`src/rtl/branch_resolver.sv`:
```
// ---------------------------------------------------------------------------
// branch_resolver
//
// Purpose:
//   Resolves one conditional or unconditional branch at a time. An
//   unconditional branch (BR) or an invalid op resolves directly. A
//   conditional branch (BMI/BPL/BZ/BNZ) waits for an ALU set-result word and
//   resolves from it, or resolves with an error after TIMEOUT flag-less
//   cycles. The result is held until the consumer takes it.
//
// Parameters:
//   N        datapath width in bits
//   TIMEOUT  maximum number of WAIT_FLAG cycles allowed without flag_valid
//
// Ports:
//   clk          clock, rising edge
//   rst          asynchronous active-high reset
//   req_valid    branch request present
//   req_ready    resolver can accept a request (IDLE and not in reset)
//   req_op       000 BR, 001 BMI, 010 BPL, 011 BZ, 100 BNZ, 101-111 invalid
//   req_pc       PC of the branch
//   req_off      two's complement byte offset
//   flag_valid   flag_word is valid this cycle
//   flag_word    ALU set-result; bit0 is the flag
//   out_valid    resolution available
//   out_ready    consumer accepts the resolution
//   out_taken    branch taken
//   out_target   next PC
//   out_err      abnormal resolution
//
// Configuration macro:
//   BRES_FLAG_CHECK_EN  when defined, a sampled flag_word with any of bits
//                       N-1:1 set raises out_err (taken is still computed).
//
// Handshake: a transfer happens on a rising edge where valid and ready are
// both 1. Once out_valid rises, out_taken/out_target/out_err stay stable
// until the edge on which out_ready is 1.
// ---------------------------------------------------------------------------
module branch_resolver #(
  parameter int N       = 32,
  parameter int TIMEOUT = 15
) (
  input  logic         clk,
  input  logic         rst,
  input  logic         req_valid,
  output logic         req_ready,
  input  logic [2:0]   req_op,
  input  logic [N-1:0] req_pc,
  input  logic [N-1:0] req_off,
  input  logic         flag_valid,
  input  logic [N-1:0] flag_word,
  output logic         out_valid,
  input  logic         out_ready,
  output logic         out_taken,
  output logic [N-1:0] out_target,
  output logic         out_err
);

  localparam int CW = (TIMEOUT < 1) ? 1 : $clog2(TIMEOUT + 1);
  localparam logic [CW-1:0] CNT_MAX = CW'(TIMEOUT);
  localparam logic [N-1:0]  PC_STEP = N'(4);

  localparam logic [2:0] OP_BR  = 3'b000;
  localparam logic [2:0] OP_BMI = 3'b001;
  localparam logic [2:0] OP_BPL = 3'b010;
  localparam logic [2:0] OP_BZ  = 3'b011;
  localparam logic [2:0] OP_BNZ = 3'b100;

  // State is kept as a named enum so checkers can bind to state_q directly.
  typedef enum logic [1:0] {
    S_IDLE = 2'd0,
    S_WAIT = 2'd1,
    S_OUT  = 2'd2
  } state_t;

  state_t state_q, state_d;

  logic [2:0]    op_q,     op_d;
  logic [N-1:0]  pc_q,     pc_d;
  logic [N-1:0]  sum_q,    sum_d;
  logic [CW-1:0] cnt_q,    cnt_d;
  logic          taken_q,  taken_d;
  logic [N-1:0]  target_q, target_d;
  logic          err_q,    err_d;

  logic          accept;
  logic          req_is_cond;
  logic          req_is_invalid;
  logic [CW-1:0] cnt_inc;
  logic          timeout_hit;
  logic          flag_taken;
  logic          flag_bad;

  // ---------------------------------------------------------------------
  // Shared decode
  // ---------------------------------------------------------------------
  assign accept         = req_valid && req_ready;
  assign req_is_cond    = (req_op == OP_BMI) || (req_op == OP_BPL) ||
                          (req_op == OP_BZ)  || (req_op == OP_BNZ);
  assign req_is_invalid = (req_op != OP_BR) && !req_is_cond;
  assign cnt_inc        = cnt_q + CW'(1);
  // A flag arriving on the edge the counter would hit TIMEOUT wins.
  assign timeout_hit    = !flag_valid && (cnt_inc == CNT_MAX);

  always_comb begin
    flag_taken = 1'b0;
    case (op_q)
      OP_BMI:  flag_taken = flag_word[0];
      OP_BPL:  flag_taken = !flag_word[0];
      OP_BZ:   flag_taken = (flag_word == '0);
      OP_BNZ:  flag_taken = (flag_word != '0);
      default: flag_taken = 1'b0;
    endcase
  end

`ifdef BRES_FLAG_CHECK_EN
  assign flag_bad = |flag_word[N-1:1];
`else
  assign flag_bad = 1'b0;
`endif

  // ---------------------------------------------------------------------
  // FSM: state register
  // ---------------------------------------------------------------------
  always_ff @(posedge clk or posedge rst) begin
    if (rst) begin
      state_q <= S_IDLE;
    end else begin
      state_q <= state_d;
    end
  end

  // ---------------------------------------------------------------------
  // FSM: next-state logic
  // ---------------------------------------------------------------------
  always_comb begin
    state_d = state_q;
    case (state_q)
      S_IDLE: begin
        if (accept) begin
          state_d = req_is_cond ? S_WAIT : S_OUT;
        end
      end
      S_WAIT: begin
        if (flag_valid || timeout_hit) begin
          state_d = S_OUT;
        end
      end
      S_OUT: begin
        if (out_ready) begin
          state_d = S_IDLE;
        end
      end
      default: state_d = S_IDLE;
    endcase
  end

  // ---------------------------------------------------------------------
  // FSM: outputs. Result registers are gated so nothing leaks outside OUT.
  // ---------------------------------------------------------------------
  always_comb begin
    req_ready  = (state_q == S_IDLE) && !rst;
    out_valid  = (state_q == S_OUT);
    out_taken  = (state_q == S_OUT) ? taken_q : 1'b0;
    out_target = (state_q == S_OUT) ? target_q : '0;
    out_err    = (state_q == S_OUT) ? err_q : 1'b0;
  end

  // ---------------------------------------------------------------------
  // Datapath next values: request capture, wait counter, resolution
  // ---------------------------------------------------------------------
  always_comb begin
    op_d     = op_q;
    pc_d     = pc_q;
    sum_d    = sum_q;
    cnt_d    = cnt_q;
    taken_d  = taken_q;
    target_d = target_q;
    err_d    = err_q;
    case (state_q)
      S_IDLE: begin
        if (accept) begin
          op_d     = req_op;
          pc_d     = req_pc;
          sum_d    = req_pc + req_off;
          cnt_d    = '0;
          taken_d  = (req_op == OP_BR);
          target_d = (req_op == OP_BR) ? (req_pc + req_off) : (req_pc + PC_STEP);
          err_d    = req_is_invalid;
        end
      end
      S_WAIT: begin
        if (flag_valid) begin
          taken_d  = flag_taken;
          target_d = flag_taken ? sum_q : (pc_q + PC_STEP);
          err_d    = flag_bad;
        end else begin
          cnt_d = cnt_inc;
          if (timeout_hit) begin
            taken_d  = 1'b0;
            target_d = pc_q + PC_STEP;
            err_d    = 1'b1;
          end
        end
      end
      default: ;
    endcase
  end

  always_ff @(posedge clk or posedge rst) begin
    if (rst) begin
      op_q     <= '0;
      pc_q     <= '0;
      sum_q    <= '0;
      cnt_q    <= '0;
      taken_q  <= 1'b0;
      target_q <= '0;
      err_q    <= 1'b0;
    end else begin
      op_q     <= op_d;
      pc_q     <= pc_d;
      sum_q    <= sum_d;
      cnt_q    <= cnt_d;
      taken_q  <= taken_d;
      target_q <= target_d;
      err_q    <= err_d;
    end
  end

endmodule

```
`config.mk`:
```
export PLATFORM = sky130hd
export DESIGN_NAME = branch_resolver
export DESIGN_NICKNAME = d
export VERILOG_FILES = /design/src/rtl/branch_resolver.sv
export SDC_FILE = /design/constraint.sdc
export NUM_CORES = 1
export LEC_CHECK = 0
export CORE_ASPECT_RATIO = 1.1
export CORE_UTILIZATION = 40
export CTS_CLUSTER_DIAMETER = 80
export DETAILED_ROUTE_END_ITERATION = 10
export HOLD_SLACK_MARGIN = 0.12
export PLACE_DENSITY = 0.6
export SYNTH_ARGS = -nofsm -noshare
export SYNTH_HDL_FRONTEND = slang
export SYNTH_SLANG_ARGS = --single-unit
```
`constraint.sdc`:
```
create_clock -name clk -period 4.7 [get_ports clk]
set_input_delay 1.175 -clock clk [delete_from_list [all_inputs] [get_ports clk]]
set_output_delay 1.175 -clock clk [all_outputs]
set_load 0.01 [all_outputs]
```
==> summary.txt, run 1 <==
Timing
  – Setup_tns: 0 ns
  – Slew margin rel.: 0.389
  – Worst Max-Slew Pin Slew: 0.913 ns
  – Slew Viols, Final: 0
  – Setup violators final: 0
  – RSZ-0062 raised after global routing: false
  – Fmax: 0.248 GHz
  – Worst Skew: 0.00983 ns
  – Worst hold slack: 0.468 ns
  – Final hold violations: 0
  – Min cycle time layout: 4.03 ns
  – Tcrit/Tclk final: 0.857

Floorplanning
  – # rows: 54
  – Initial Utilization: 0.409
  – Die Ht: 151 µm
  – Ports: 140
  – Total core area: 19800 µm²
  – Die W: 138 µm
  – Total die area: 20800 µm²

Synthesis
  – Sequential element share of the synthesized area: 0.331
  – Top cells by area, synth: dfrtp_1 (33%), nand2_1 (9.5%), o21ai_0 (5.6%)
  – Post-synth EDFFs: 0
  – Post-synthesis cell count: 1019
  – Syn_area_per_cell: 7.94 µm²
  – Yosys top cell by area: dfrtp_1
  – FF+latch count, synth: 107
  – Post-Syn Area: 8090 µm²
  – Syn. warnings: 0
  – Synth cell types: 68
  – Top FF cell, synth: dfrtp_1
  – Synth top area share: 0.331
  – Async SR Flop Fraction: 1.00
  – Synthesized net count: 1159

CTS
  – Root Buffer: clkbuf_16
  – Post-CTS setup repair buffer count: 0
  – CTS H-Tree Depth: 3
  – Cts hold-fix bufs: 0
  – Worst-path clk slew: 0.07 ns
  – CTS buffer count: 9
  – CTS Buffer Depth: 2
  – TritonCTS Sinks: 107
  – Worst-Skew Late Latency: 0.36 ns
  – Cts repair resizes: 0
  – TritonCTS clock tree: yes

Pwr
  – Clock group share of total power: 0.183
  – Leakage: 4.21 nW
  – Sw Ratio: 0.396
  – Internal power: 2.49 mW
  – Combinational Power Share: 0.417
  – Sequential power share: 0.399
  – Max VDD drop: 0.306 mV
  – Power Density: 411 nW/µm²
  – Switching pwr: 1.63 mW

Global routing
  – GRT Resource Usage Total: 0.253
  – Largest net degree at the start of global routing: 57
  – First-pass GRT wire length: 39900 µm
  – Vias in the first global route: 7294
  – Initial antenna violation count: 0
  – Overflow after GRT: 0

Route
  – WL final: 25500 µm
  – Total number of vias: 7774
  – Via density: 5.60
  – Drc violations: 0
  – Drt pass-1 iters: 6
  – Drt wl/cell: 18.4 µm
  – Iteration-0 DRC Markers: 471
  – Post-DRT Antenna Nets: 0

Worst setup path
  – Slowest stage delay, CP: 0.52 ns
  – CP required: 4.97 ns
  – Cell mode on critical path: o21ai_0
  – Arr. time, crit path: 4.30 ns
  – Worst setup SP type: input pin
  – Setup CP Type: in2reg
  – Slowest CP cell: clkdlybuf4s50_1
  – Crit Path Max Fanout: 6
  – CP Capture Type: flip-flop
  – Crit-path cells: clkdlybuf4s50_1 > ha_1 > a21oi_1 > o21ai_0 > or3_1 > o21ai_1 > nand2_1 > buf_4 > a311oi_1 > o21ai_0 > a31oi_1

Finish
  – Share of layout cells above drive strength 1: 0.0493
  – Filler cells: 1979
  – Layout Nets: 1270
  – Area Overhead vs Synth: 24.3%
  – Most common cell after layout, fill and taps aside: nand2_1
  – Most frequent cells in the layout: nand2_1 (204), clkdlybuf4s50_1 (139), dfrtp_1 (107)
  – # diodes: 0

Min path
  – Tightest Hold Check Type: reg2reg

Run status
  – Run status: completed

Job
  – Max-Cap Viols: 0

Placement
  – Placer Congestion: 0.907
  – Dpl hpwl: 18300 µm
  – Port bufs: 139
state kept, by name (all words and copies together) (netlist names):
signal and flops:
state_q 2, sum_q 32, err_q 1, pc_q 32
taken_q 1, cnt_q 4, target_q 32, op_q 3
power by group through the flow:
stage / Clock, mW / Combinational, mW / Sequential [mW]
after CTS: 0.780 / 1.73 / 1.65
after detailed placement: 0 / 1.72 / 1.66
after global routing: 0.816 / 1.93 / 1.71
after global placement: 0 / 1.70 / 1.65
after floorplan: 0 / 1.15 / 1.56
final: 0.757 / 1.72 / 1.65
per-stage QoR:
| step | cell area [µm²] | power [mW] | cells | util | worst slack [ns] |
|---|---|---|---|---|---|
| floorplan | 8090 | 2.71 | 1019 | - | 0.708 |
| global placement | 9760 | 3.35 | 1371 | 0.493 | 0.510 |
| detailed placement | 9760 | 3.38 | 1371 | 0.493 | 0.420 |
| CTS | 10100 | 4.15 | 1387 | 0.508 | 0.783 |
| global route | 10100 | 4.45 | 1387 | 0.508 | 0.572 |
| finish | 10100 | 4.13 | 1387 | 0.508 | 0.672 |
cells by family (layout without fill, tap and decap cells):
family,count (synthesis),in the layout,share of synthesized area
XOR/XNOR,84,84,0.0909
AND/OR/NAND/NOR,443,443,0.256
AO/OA/AOI/OAI,257,257,0.203
adder cells (fa/ha/maj),36,36,0.0566
buffers and inverters,72,188,0.0371
flip-flops,107,107,0.331
multiplexers,20,20,0.0252
synth_stat cells, types with 17 or more instances:
master    count
dfrtp_1     107
xnor2_1      40
nand3_1      35
nand2_1     205
nor2_1       61
and2_1       39
mux2i_1      17
a31oi_1      18
ha_1         35
xor2_1       44
clkbuf_1     40
nand4_1      21
a21oi_1      52
o21ai_0      90
nor3_1       26
a21o_1       19
worst paths after layout:
path | startpoint | end | slack, ns | depth (start not counted)
setup / recovery | req_pc[8] | target_q[29]$_DFFE_PP0P_ | 0.67 | 11
hold / removal | err_q$_DFFE_PP0P_ | err_q$_DFFE_PP0P_ | 0.47 | 2
setup reg to reg | pc_q[2]$_DFFE_PP0P_ | target_q[23]$_DFFE_PP0P_ | 1.89 | 8
hold reg to reg | err_q$_DFFE_PP0P_ | err_q$_DFFE_PP0P_ | 0.47 | 2
max in group asynchronous | rst | target_q[20]$_DFFE_PP0P_ | 2.59 | 3
min in group asynchronous | rst | state_q[1]$_DFFE_PP0P_ | 1.35 | 2
layout make-up:
cell class / instances / area, µm² / area share
Clock buffer: 11 / 253 / 0.0251
Clock inverter: 5 / 37.5 / 0.00373
Inverter: 14 / 55.1 / 0.00548
Multi-Input combinational cell: 840 / 5130 / 0.510
Sequential cell: 107 / 2680 / 0.266
Tap cell: 252 / 315 / 0.0314
Timing Repair Buffer: 158 / 1580 / 0.158
per-layer routing:
| layer | GRT usage | part of all wire | vias up | wire [µm] |
|---|---|---|---|---|
| met3 | 0.0438 | 0.065 | 28 | 1660 |
| met2 | 0.402 | 0.45 | 277 | 11600 |
| met5 | 0 | 0 | - | 0 |
| li1 | - | - | 3824 | - |
| met1 | 0.355 | 0.47 | 3645 | 11800 |
| met4 | 0.0621 | 0.016 | 0 | 399 |
worst max-delay path, delay by kind of cell:
family                   cells  cell delay [ns]
AO/OA/AOI/OAI                6             1.43
adder cells (fa/ha/maj)      1             0.43
buffers and inverters        2             0.71
AND/OR/NAND/NOR              2             0.54
(Power assumes the default switching activity.)
==> run 2, diff against run 1 <==
--- a/config.mk
+++ b/config.mk
@@ -5,12 +5,13 @@
 export SDC_FILE = /design/constraint.sdc
 export NUM_CORES = 1
 export LEC_CHECK = 0
+export ABC_CLOCK_PERIOD_IN_PS = 3380
 export CORE_ASPECT_RATIO = 1.1
 export CORE_UTILIZATION = 40
 export CTS_CLUSTER_DIAMETER = 80
 export DETAILED_ROUTE_END_ITERATION = 10
 export HOLD_SLACK_MARGIN = 0.12
-export PLACE_DENSITY = 0.6
+export PLACE_DENSITY = 0.63
 export SYNTH_ARGS = -nofsm -noshare
 export SYNTH_HDL_FRONTEND = slang
 export SYNTH_SLANG_ARGS = --single-unit
==> constraint.sdc (replaced) <==
create_clock -name clk -period 3.38 [get_ports clk]
set_input_delay 0.845 -clock clk [delete_from_list [all_inputs] [get_ports clk]]
set_output_delay 0.845 -clock clk [all_outputs]
set_load 0.01 [all_outputs]
==> run 2 against run 1 <==
Against the previous run:
- clock power up 56%
- routed wire length grew 3.0%
- combinational power is 54% higher
- global-route usage up 0.65 points
- utilization increased by 5.6 points
- design area grew 11%
- clock skew fell by 0.00075 ns
- total power up 49%
- non-clock buffer count up 137
- critical path depth is 1 higher
- cell count rose by 9.9%
- critical endpoint is now target_q[28]$_DFFE_PP0P_
- highest routed layer unchanged
==> summary.txt, run 2 (synthesized netlist as in run 1, its figures left out) <==
Run status
  – Run status: completed (unchanged)

Worst setup path
  – Crit Path Max Fanout: 3 (was 6)
  – Critical R2R Launch: pc_q[2]$_DFFE_PP0P_ (unchanged)
  – Setup crit start: req_off[0] (was req_pc[8])
  – CP Capture Type: flip-flop (unchanged)
  – Critical Path Stages: 12 (was 11)
  – Worst reg2reg path depth: 9 (was 8)
  – Arr. time, crit path: 3.60 ns (was 4.30 ns)
  – R2R Setup Slk: 0.92 ns (was 1.89 ns)
  – Slowest CP cell: or4_4 (was clkdlybuf4s50_1)
  – Worst setup SP type: input pin (unchanged)
  – Cell family with most CP delay: compound AO/OA/AOI/OAI gates (unchanged)
  – Crit-path cells: clkdlybuf4s50_1 > ha_4 > fa_1 > a21o_1 > a22oi_1 > buf_4 > o31ai_4 > o211ai_4 > a21oi_4 > a41oi_4 > or4_4 > o211ai_1 (was clkdlybuf4s50_1 > ha_1 > a21oi_1 > o21ai_0 > or3_1 > o21ai_1 > nand2_1 > buf_4 > a311oi_1 > o21ai_0 > a31oi_1)
  – WP buf/inv: 2 (unchanged)
  – CP required: 3.65 ns (was 4.97 ns)
  – Slowest stage delay, CP: 0.52 ns (about the same)
  – Worst r2r dst: target_q[28]$_DFFE_PP0P_ (was target_q[23]$_DFFE_PP0P_)
  – Setup CP Type: in2reg (unchanged)
  – Setup crit end: target_q[28]$_DFFE_PP0P_ (was target_q[29]$_DFFE_PP0P_)

Floorplanning
  – Total die area: 20800 µm² (unchanged)
  – # rows: 54 (unchanged)
  – Die Ht: 151 µm (unchanged)
  – Die W: 138 µm (unchanged)
  – Ports: 140 (unchanged)
  – Initial Utilization: 0.409 (unchanged)
  – Total core area: 19800 µm² (unchanged)

CTS
  – CTS buffer count: 9 (unchanged)
  – CTS Buffer Depth: 2 (unchanged)
  – Worst-Skew Late Latency: 0.36 ns (about the same)
  – TritonCTS Sinks: 107 (unchanged)
  – CTS H-Tree Depth: 3 (unchanged)
  – Worst-path clk slew: 0.07 ns (about the same)
  – Root Buffer: clkbuf_16 (unchanged)
  – TritonCTS clock tree: yes (unchanged)
  – Cts hold-fix bufs: 0 (unchanged)

Timing
  – Fmax: 0.300 GHz
  – Setup violators final: 0 (unchanged)
  – Setup_tns: 0 ns (unchanged)
  – Min cycle time layout: 3.33 ns
  – Worst hold slack: 0.469 ns (was 0.468 ns)
  – Final hold violations: 0 (unchanged)
  – Worst Skew: 0.00908 ns (was 0.00983 ns)
  – Slew margin rel.: 0.390 (was 0.389)
  – RSZ-0062 raised after global routing: true (was false)
  – Tcrit/Tclk final: 0.985
  – Worst Max-Slew Pin Slew: 0.912 ns (was 0.913 ns)
  – Slew Viols, Final: 0 (unchanged)

Route
  – Total number of vias: 8357 (was 7774)
  – Drt wl/cell: 17.2 µm (was 18.4 µm)
  – Drc violations: 0 (unchanged)
  – Post-DRT Antenna Nets: 0 (unchanged)
  – Iteration-0 DRC Markers: 751 (was 471)
  – Drt pass-1 iters: 6 (unchanged)
  – WL final: 26200 µm (was 25500 µm)
  – Via density: 5.48 (was 5.60)

Pwr
  – Sw Ratio: 0.381 (was 0.396)
  – Internal power: 3.80 mW (was 2.49 mW)
  – Switching pwr: 2.34 mW (was 1.63 mW)
  – Power Density: 550 nW/µm² (was 411 nW/µm²)
  – Combinational Power Share: 0.431 (was 0.417)
  – Max VDD drop: 0.282 mV (was 0.306 mV)
  – Sequential power share: 0.376 (was 0.399)
  – Clock group share of total power: 0.193 (was 0.183)
  – Leakage: 4.91 nW (was 4.21 nW)

Global routing
  – Overflow after GRT: 0 (unchanged)
  – Largest net degree at the start of global routing: 58 (was 57)
  – Initial antenna violation count: 0 (unchanged)
  – First-pass GRT wire length: 41300 µm (was 39900 µm)
  – GRT Resource Usage Total: 0.260 (was 0.253)
  – Vias in the first global route: 7946 (was 7294)

Placement
  – Dpl hpwl: 19800 µm (was 18300 µm)
  – Post-Place Cell Area: 10700 µm² (was 9760 µm²)
  – Placer Congestion: 0.885 (was 0.907)
  – DP Cell Count: 1504 (was 1371)
  – Port bufs: 139 (unchanged)

Finish
  – Most common cell after layout, fill and taps aside: nand2_1 (unchanged)
  – Post-Layout Inst Area: 11200 µm² (was 10100 µm²)
  – Post-Layout Cell Count: 1524 (was 1387)
  – Final Util: 0.564 (was 0.508)
  – Most frequent cells in the layout: nand2_1 (204), buf_4 (154), clkdlybuf4s50_1 (138) (was nand2_1 (204), clkdlybuf4s50_1 (139), dfrtp_1 (107))
  – Layout Nets: 1407 (was 1270)
  – Biggest registers after layout: pc_q: 32 flops, sum_q: 32 flops, target_q: 32 flops (unchanged)
  – Share of layout cells above drive strength 1: 0.160 (was 0.0493)
  – Area Overhead vs Synth: 38.1% (was 24.3%)
  – # diodes: 0 (unchanged)

Min path
  – Tightest Hold Check Type: reg2reg (unchanged)

Job
  – Max-Cap Viols: 0 (unchanged)
run 2: cell types whose count changed in the layout (fill, tap and decap cells not counted), sizes merged:
| cell | delta |
|---|---|
| bufinv | +2 |
| buf | +137 |
| clkdlybuf4s50 | -1 |
| dlymetal6s2s | +1 |
| inv | -1 |
| clkinvlp | -1 |
run 2: worst min-delay path, cell delays in order (launching register included):
cell and delay, ns:
dfrtp_1 0.34, nand2_1 0.05, nand2_1 0.05
run 2: repair_timing:
| action | in CTS | in global routing |
|---|---|---|
| pin swaps | 2 | 4 |
| gates resized for setup | 4 | 13 |
| setup endpoints to repair | 4 | 13 |
| hold endpoints to repair | 0 | 0 |
| setup buffers | 2 | 2 |
run 2: metal layers:
layer,up-vias,GRT usage,share of wire
met5,-,0,0
met3,31,0.0308,0.064
met1,3925,0.368,0.46
met2,303,0.415,0.46
li1,4098,-,-
met4,0,0.0709,0.016
run 2: area by class of cell:
class | instances | area, µm²
fillers | 1881 | 8620
multi-input cells | 840 | 5210
flip-flops and latches | 107 | 2680
repair buffers | 295 | 2580
well taps | 252 | 315
clock buffers | 11 | 253
clock inverters | 5 | 75.1
inverters | 14 | 56.3
run 2: how the worst min path moves through the flow:
| stage | cells past startpoint | to | slack [ns] | startpoint |
|---|---|---|---|---|
| final | 2 | err_q$_DFFE_PP0P_ | 0.47 | err_q$_DFFE_PP0P_ |
| after global routing | 2 | target_q[11]$_DFFE_PP0P_ | 0.50 | target_q[11]$_DFFE_PP0P_ |
| after CTS | 2 | err_q$_DFFE_PP0P_ | 0.47 | err_q$_DFFE_PP0P_ |
| after detailed placement | 2 | err_q$_DFFE_PP0P_ | 0.45 | err_q$_DFFE_PP0P_ |
| after global placement | 2 | err_q$_DFFE_PP0P_ | 0.44 | err_q$_DFFE_PP0P_ |
| after floorplan | 2 | err_q$_DFFE_PP0P_ | 0.43 | err_q$_DFFE_PP0P_ |
run 2: metrics by stage:
step	total power, mW	worst slack, ns
floorplan	3.77	0.300
global placement	4.85	-0.522
detailed placement	4.91	-0.558
CTS	6.11	0.0178
global route	6.56	-0.0102
finish	6.14	0.0516
run 2: power groups by stage:
| stage | Clock (mW) | Sequential (mW) | Combinational [mW] |
|---|---|---|---|
| 6_report | 1.18 | 2.31 | 2.65 |
| 5_1_grt | 1.25 | 2.38 | 2.93 |
| 4_1_cts | 1.19 | 2.30 | 2.62 |
| 3_5_place_dp | 0 | 2.32 | 2.59 |
| 3_3_place_gp | 0 | 2.30 | 2.55 |
| 2_1_floorplan | 0 | 2.16 | 1.60 |
